### src/rtl/truth_table_sweeper.sv
// rtl/truth_table_sweeper.sv - exhaustive input sweeper that captures and checks a DUT truth table
`timescale 1ns/1ps
module truth_table_sweeper #(
  parameter int N_IN  = 4,
  parameter int M_OUT = 1,
  parameter int DWELL = 4
) (
  input  logic                         clk,
  input  logic                         rst,
  input  logic                         start,
  output logic [N_IN-1:0]              pattern,
  input  logic [M_OUT-1:0]             dut_f,
  input  logic [M_OUT*(2**N_IN)-1:0]   expected,
  output logic                         busy,
  output logic                         done,
  output logic [M_OUT*(2**N_IN)-1:0]   table_out,
  output logic [N_IN:0]                mismatch_cnt,
  output logic [N_IN-1:0]              first_fail_idx,
  output logic                         first_fail_valid,
  output logic                         pass
);

  localparam int NP = 2**N_IN;
  localparam int TW = M_OUT * NP;
  localparam int IW = (TW > 1) ? $clog2(TW) : 1;
  localparam logic [7:0] DWELL_LAST = 8'(DWELL - 1);
  localparam logic [N_IN-1:0] PAT_LAST = '1;

  typedef enum logic [1:0] {IDLE, DRIVE, DONE} state_t;

  state_t             state_q;
  logic [N_IN-1:0]    pattern_q;
  logic [7:0]         dwell_q;
  logic               busy_q;
  logic               done_q;
  logic [TW-1:0]      table_q;
  logic [TW-1:0]      table_d;
  logic [N_IN:0]      mm_q;
  logic [N_IN:0]      mm_d;
  logic [N_IN-1:0]    ffi_q;
  logic               ffv_q;
  logic               pass_q;
  logic [M_OUT-1:0]   exp_bits;
  logic [IW-1:0]      idx;
  logic               sample_miss;

  assign pattern          = pattern_q;
  assign busy             = busy_q;
  assign done             = done_q;
  assign table_out        = table_q;
  assign mismatch_cnt     = mm_q;
  assign first_fail_idx   = ffi_q;
  assign first_fail_valid = ffv_q;
  assign pass             = pass_q;

  // Output j of pattern p lives at bit j*NP+p in both the golden and captured tables.
  always_comb begin
    idx      = '0;
    exp_bits = '0;
    table_d  = table_q;
    for (int j = 0; j < M_OUT; j++) begin
      idx          = IW'(j * NP) + IW'(pattern_q);
      exp_bits[j]  = expected[idx];
      table_d[idx] = dut_f[j];
    end
    sample_miss = (exp_bits != dut_f);
    mm_d        = sample_miss ? (N_IN+1)'(mm_q + 1) : mm_q;
  end

  always_ff @(posedge clk) begin
    if (rst) begin
      state_q   <= IDLE;
      pattern_q <= '0;
      dwell_q   <= '0;
      busy_q    <= 1'b0;
      done_q    <= 1'b0;
      table_q   <= '0;
      mm_q      <= '0;
      ffi_q     <= '0;
      ffv_q     <= 1'b0;
      pass_q    <= 1'b0;
    end else begin
      case (state_q)
        IDLE: begin
          if (start) begin
            state_q   <= DRIVE;
            busy_q    <= 1'b1;
            pattern_q <= '0;
            dwell_q   <= '0;
            table_q   <= '0;
            mm_q      <= '0;
            ffi_q     <= '0;
            ffv_q     <= 1'b0;
            pass_q    <= 1'b0;
          end
        end
        DRIVE: begin
          if (dwell_q == DWELL_LAST) begin
            table_q <= table_d;
            mm_q    <= mm_d;
            dwell_q <= '0;
            if (sample_miss && !ffv_q) begin
              ffi_q <= pattern_q;
              ffv_q <= 1'b1;
            end
            // Last pattern stays on the bus; pass must already see the final compare.
            if (pattern_q == PAT_LAST) begin
              state_q <= DONE;
              busy_q  <= 1'b0;
              done_q  <= 1'b1;
              pass_q  <= (mm_d == '0);
            end else begin
              pattern_q <= N_IN'(pattern_q + 1);
            end
          end else begin
            dwell_q <= 8'(dwell_q + 1);
          end
        end
        DONE: begin
          done_q  <= 1'b0;
          state_q <= IDLE;
        end
        default: state_q <= IDLE;
      endcase
    end
  end

endmodule

### config.mk
export PLATFORM = sky130hd
export DESIGN_NAME = truth_table_sweeper
export DESIGN_NICKNAME = d
export VERILOG_FILES = /design/src/rtl/truth_table_sweeper.sv
export SDC_FILE = /design/constraint.sdc
export NUM_CORES = 1
export LEC_CHECK = 0
export ABC_AREA = 1
export BUFFER_PORTS_ARGS = -buffer_cell sky130_fd_sc_hd__buf_2
export CAP_MARGIN = 20
export CORE_MARGIN = 5
export CORE_UTILIZATION = 54
export CTS_CLUSTER_SIZE = 40
export DETAILED_ROUTE_END_ITERATION = 8
export PLACE_DENSITY = 0.8
export SLEW_MARGIN = 20
export SYNTH_ARGS = -nofsm -noshare
export SYNTH_HDL_FRONTEND = slang
export SYNTH_SLANG_ARGS = --single-unit
### constraint.sdc
create_clock -name clk -period 2.11 [get_ports clk]
set_input_delay 0.1055 -clock clk [delete_from_list [all_inputs] [get_ports clk]]
set_output_delay 0.1055 -clock clk [all_outputs]
set_load 0.005 [all_outputs]
After elaboration in Yosys (flattened, before gate mapping)
Index checks and enable logic that the tools add are counted.
{"block": "totals", "inputBits": 20, "wordCells": 79, "out_inout_bits": 33, "ff_bits": 43}
{"block": "classes", "n_eq_ne": 10, "n_lt_le_gt_ge": 2, "n_mux": 40, "add_sub_neg": 3, "reduce_logical": 14}
{"operator": "two-way mux 16 bit", "count": 2}
{"operator": "one-hot mux 16 bit (2 select lines)", "count": 1}
{"operator": "two-way mux 4 bit", "count": 5}
{"operator": "bitwise mux 16 bit", "count": 1}
{"operator": "two-way mux 8 bit", "count": 2}
{"operator": "one-hot mux 4 bit (2 select lines)", "count": 2}
{"operator": "one-hot mux 8 bit (2 select lines)", "count": 1}
{"operator": "two-way mux 5 bit", "count": 3}
{"operator": "two-way mux 1 bit", "count": 12}
{"operator": "AND reduction 4 bit", "count": 3}
{"operator": "inequality test 2 bit, second input constant", "count": 5}
{"operator": "one-hot mux 5 bit (2 select lines)", "count": 1}
{"operator": "AND reduction 3 bit", "count": 3}
{"operator": "adder 8 x 1 -> 8 bit, second input constant", "count": 1}
{"operator": "== test 8 x 2 -> 1 bit, second input constant", "count": 1}
{"operator": "one-hot mux 1 bit (2 select lines)", "count": 4}
{"operator": "two-way mux 2 bit", "count": 3}
{"operator": "adder 5 x 1 -> 5 bit, second input constant", "count": 1}
{"operator": "zero test 5 bit", "count": 1}
{"operator": "< comparator 4 x 5 -> 1 bit, second input constant", "count": 1}
{"operator": "adder 4 x 1 -> 4 bit, second input constant", "count": 1}
{"operator": "binary-select mux 1 bit (select 4 bit)", "count": 1}
{"operator": "demux 1 bit (select 4 bit)", "count": 1}
{"operator": "== test 4 bit, second input constant", "count": 1}
{"operator": "10 further kinds", "count": 12}

Longest topological paths before layout
{"block": "logic_depth", "ltp_word": 8, "mapped_depth": 14, "ltp_nobuf": 14}

Worst setup path after synthesis
Ideal clock, no wire load.
{"block": "synth_path", "path_type": "register to register", "startpoint": "register pattern_q[1], in the netlist pattern[1]", "endpoint": "register ffi_q[3], in the netlist first_fail_idx[3]", "n_path_buf": 1, "setup_ps": 132, "stages_incl_launch_ff": 13, "arrival_ps": 1576, "period_less_slack_ps": 1708, "path_slack_ps": 402, "path_cell_list": "dfxtp_1 > buf_2 > inv_1 > nand3_1 > nand2_1 > nand2_1 > nand2_2 > o21ai_4 > nand2_4 > o21ai_4 > nand2_2 > nand2_1 > a21oi_1"}
{"block": "synth_between", "elab_chain_cells": 6}
{"element": "start: declaration", "line": "32", "text": "logic [N_IN-1:0] pattern_q;"}
{"element": "start signal: assignment", "line": "113", "text": "pattern_q <= N_IN'(pattern_q + 1);"}
{"element": "binary-select mux 1 bit (select 4 bit)", "line": "63", "text": "exp_bits[j] = expected[idx];"}
{"element": "two-way mux 1 bit (implied by the code)", "line": "63"}
{"element": "inequality test 1 bit", "line": "66", "text": "sample_miss = (exp_bits != dut_f);"}
{"element": "logical AND 1 bit", "line": "102", "text": "if (sample_miss && !ffv_q) begin"}
{"element": "inequality test 2 bit (no source line)"}
{"element": "AND reduction 4 bit (no source line)"}
{"element": "end signal: assignment", "line": "103", "text": "ffi_q <= pattern_q;"}
{"element": "end: declaration", "line": "40", "text": "logic [N_IN-1:0] ffi_q;"}
Every way passes these cells. The select of a mux whose other input is x is not followed.
A chain may end at the register's enable or synchronous reset.

Worst setup path after layout
{"block": "layout_path", "startpoint": "register dwell_q[0]", "endpoint": "register mm_q[4], in the netlist mismatch_cnt[4]"}
{"block": "layout_between", "elab_chain_cells": 3}
{"element": "start: declaration", "line": "33", "text": "logic [7:0] dwell_q;"}
{"element": "start signal: assignment", "line": "116", "text": "dwell_q <= 8'(dwell_q + 1);"}
{"element": "== test 8 x 2 -> 1 bit", "line": "98", "text": "if (dwell_q == DWELL_LAST) begin"}
{"element": "inequality test 2 bit (no source line)"}
{"element": "AND reduction 3 bit (no source line)"}
{"element": "end signal: assignment", "line": "100", "text": "mm_q <= mm_d;"}
{"element": "end: declaration", "line": "38", "text": "logic [N_IN:0] mm_q;"}
Every way passes these cells.

==> flow_summary.toml <==
[detailed_routing]
wirelength_um = 5460
drc = 0
vias_per_cell = 5.06
drt_iter0_drc = 128
post_drt_wl_per_cell_um = 12.0
drt_first_pass_iters = 5
detail-route-antenna-nets = 0
vias = 2298

[timing]
tns_ns = 0
grt_setup_unrepaired = "false"
hold_viol = 0
fin_ws_ns = 0.248
slew-limit-headroom_pct = 70.1
clock_skew_ns = 0.00996
holdWs_ns = 0.155
setup_viol = 0
slew_viol_final = 0
tightest_slew_ns = 0.447
min_period_ns = 1.86
fmax_mhz = 537
fin_crit_sh_pct = 88.2

[clocking]
path_clk_slew_ns = 0.09
cts_tree = "built"
clock_path_buffers = 2
clock-sinks = 43
root_buffer = "clkbuf_8"
htreeDepth = 2
cts_buffers = 5
clock_latency_ns = 0.31

[floorplan]
core_area_um2 = 4090
initial_core_util_pct = 56.5
die_area_um2 = 5690
rows = 23
die_w_um = 75.4
dieHeight_um = 75.4
ios = 53

[power_and_ir_drop]
seqPwrFrac_pct = 45.2
p_total_mw = 1.85
p_leak_nw = 1.28
peakVddDrop_mv = 0.592
p_switching_mw = 0.472
powerDensity_nw_per_um2 = 668
combPwrFrac_pct = 13.1
p_sw_share_pct = 25.4
clockPowerShare_pct = 41.6
internal_power_mw = 1.38

[global_routing]
antenna_found_initial = 0
grt_pass1_vias = 2142
grt_pass1_wl_um = 9110
grt_util_all_layers_pct = 20.3
grt_start_max_net_pins = 30
grt-ovfl-total = 0

[cells_and_area]
fin_nets = 429
syn2layout_area_growth_pct = 20.3
antenna_cells = 0
drive_gt1_share_pct = 19.8

[logic_synthesis]
ys_ff_latch = 43
synth-edff-count = 0
syn_area_per_cell_um2 = 6.66
synth.area.top_cells = "dfxtp_1 37%, nand2_1 15%, inv_1 7.5%"
ys_top_cells_by_count = "90 x nand2_1, 46 x inv_1, 43 x dfxtp_1"
synthesis.instances = 347
yosys_warnings = 0
netlist.top_cell.by_area = "dfxtp_1"
synth.distinct_cells = 30
post-synth-top-count-cell = "nand2_1"
async_flop_share_pct = 0
ys.flop_type = "dfxtp_1"
yosysSeqAreaShare_pct = 37.3
netlist.area_leader.share_pct = 37.3
synth_nets = 373
syn_area_um2 = 2310

[setup_path]
cp-start-kind = "register"
path_class = "reg -> reg"
endpoint_kind = "register"
cp.required_ns = 2.34
critPathArrivalTime_ns = 2.09
crit_fanout = 6

[placed_design]
dpl.hpwl_um = 4100
place.gp.congestion = 0.844
io_buffers = 52
place_ws_ns = 0.139

[flow_run]
drv_cap = 0

[outcome]
status = "finished, final reports clean"

[hold_path]
hold_class = "in -> reg"
[layout by cell type, fill, tap and decap left out, types with 2 or more instances in the layout]
| master | n |
|---|---|
| nand2_2 | 3 |
| dfxtp_1 | 42 |
| ha_1 | 6 |
| bufinv_16 | 2 |
| o21ai_0 | 20 |
| nor2_4 | 2 |
| nand4_1 | 6 |
| nor2_1 | 37 |
| o22ai_1 | 2 |
| inv_2 | 2 |
| xnor2_1 | 2 |
| buf_2 | 52 |
| a21oi_1 | 30 |
| nor3_1 | 9 |
| clkbuf_8 | 5 |
| nor3b_1 | 2 |
| xor2_1 | 4 |
| inv_1 | 46 |
| nand2_1 | 90 |
| o21ai_4 | 2 |
| nand3_1 | 23 |
| buf_4 | 7 |
[metrics by stage]
| stage | area, um^2 | utilization (%) | instances |
|---|---|---|---|
| 6_report | 2780 | 68.0 | 454 |
| 5_1_grt | 2780 | 68.0 | 454 |
| 4_1_cts | 2770 | 67.8 | 454 |
| 3_5_place_dp | 2630 | 64.5 | 446 |
| 3_3_place_gp | 2630 | 64.5 | 446 |
| 2_1_floorplan | 2310 | - | 347 |
[final timing paths]
| kind | start | depth (start not counted) | endpoint | slack [ns] |
|---|---|---|---|---|
| max | dwell_q[0]$_SDFFE_PP0P_ | 7 | mismatch_cnt[4]$_SDFFE_PP0P_ | 0.25 |
| min | start | 4 | pattern[2]$_SDFFE_PP0P_ | 0.16 |
| max reg2reg | dwell_q[0]$_SDFFE_PP0P_ | 7 | mismatch_cnt[4]$_SDFFE_PP0P_ | 0.25 |
| min reg2reg | table_out[5]$_SDFFE_PP0P_ | 2 | table_out[5]$_SDFFE_PP0P_ | 0.46 |
[repair_timing]
action,CTS,global route
buffers inserted,0,0
hold buffers,0,0
gates resized for setup,0,2
setup endpoints to repair,0,7
[worst max-delay path: stages (launching register included)]
cell and delay [ns]:
dfxtp_1 0.36, ha_1 0.20, inv_1 0.09, nor4_2 0.30, nor2_1 0.14, nor2_1 0.38, nand2_1 0.15, o22ai_1 0.17
[cell families (layout without fill, tap and decap cells)]
group | Yosys count | count (layout) | share of synthesized area, %
XOR/XNOR | 6 | 6 | 2.28
adder cells (fa/ha/maj) | 6 | 6 | 3.25
buffers and inverters | 58 | 115 | 10.0
flip-flops | 43 | 43 | 37.3
AND/OR/NAND/NOR | 176 | 176 | 32.9
AO/OA/AOI/OAI | 57 | 57 | 13.8
multiplexers | 1 | 1 | 0.433
[routing by layer]
| metal | wire length (um) | global-route usage, % | vias up |
|---|---|---|---|
| li1 | - | - | 1218 |
| met1 | 2420 | 24.9 | 1026 |
| met2 | 2740 | 36.5 | 49 |
| met3 | 259 | 3.56 | 5 |
| met4 | 43 | 5.24 | 0 |
| met5 | 0 | 0 | - |
[sequential cells by signal (all words and copies together), names as in the netlist]
register,flops
table_out,16
dwell_q,8
mismatch_cnt,5
first_fail_idx,4
pattern,4
state_q,2
busy,1
done,1
first_fail_valid,1
pass,1
[final cells by class]
cell class,count,area (um^2)
well taps,50,62.6
inverters,48,180
fillers,369,1310
clock buffers,5,68.8
flip-flops and latches,43,862
repair buffers,59,313
multi-input cells,246,1220
clock inverters,3,67.6
[power by group through the flow]
stage	Combinational [mW]	Sequential (mW)	Clock, mW
2_1_floorplan	0.168	0.856	0
3_3_place_gp	0.236	0.857	0
3_5_place_dp	0.241	0.858	0
4_1_cts	0.243	0.839	0.777
5_1_grt	0.276	0.842	0.818
6_report	0.244	0.839	0.772
Note: power is estimated with default switching activity, not from simulation.
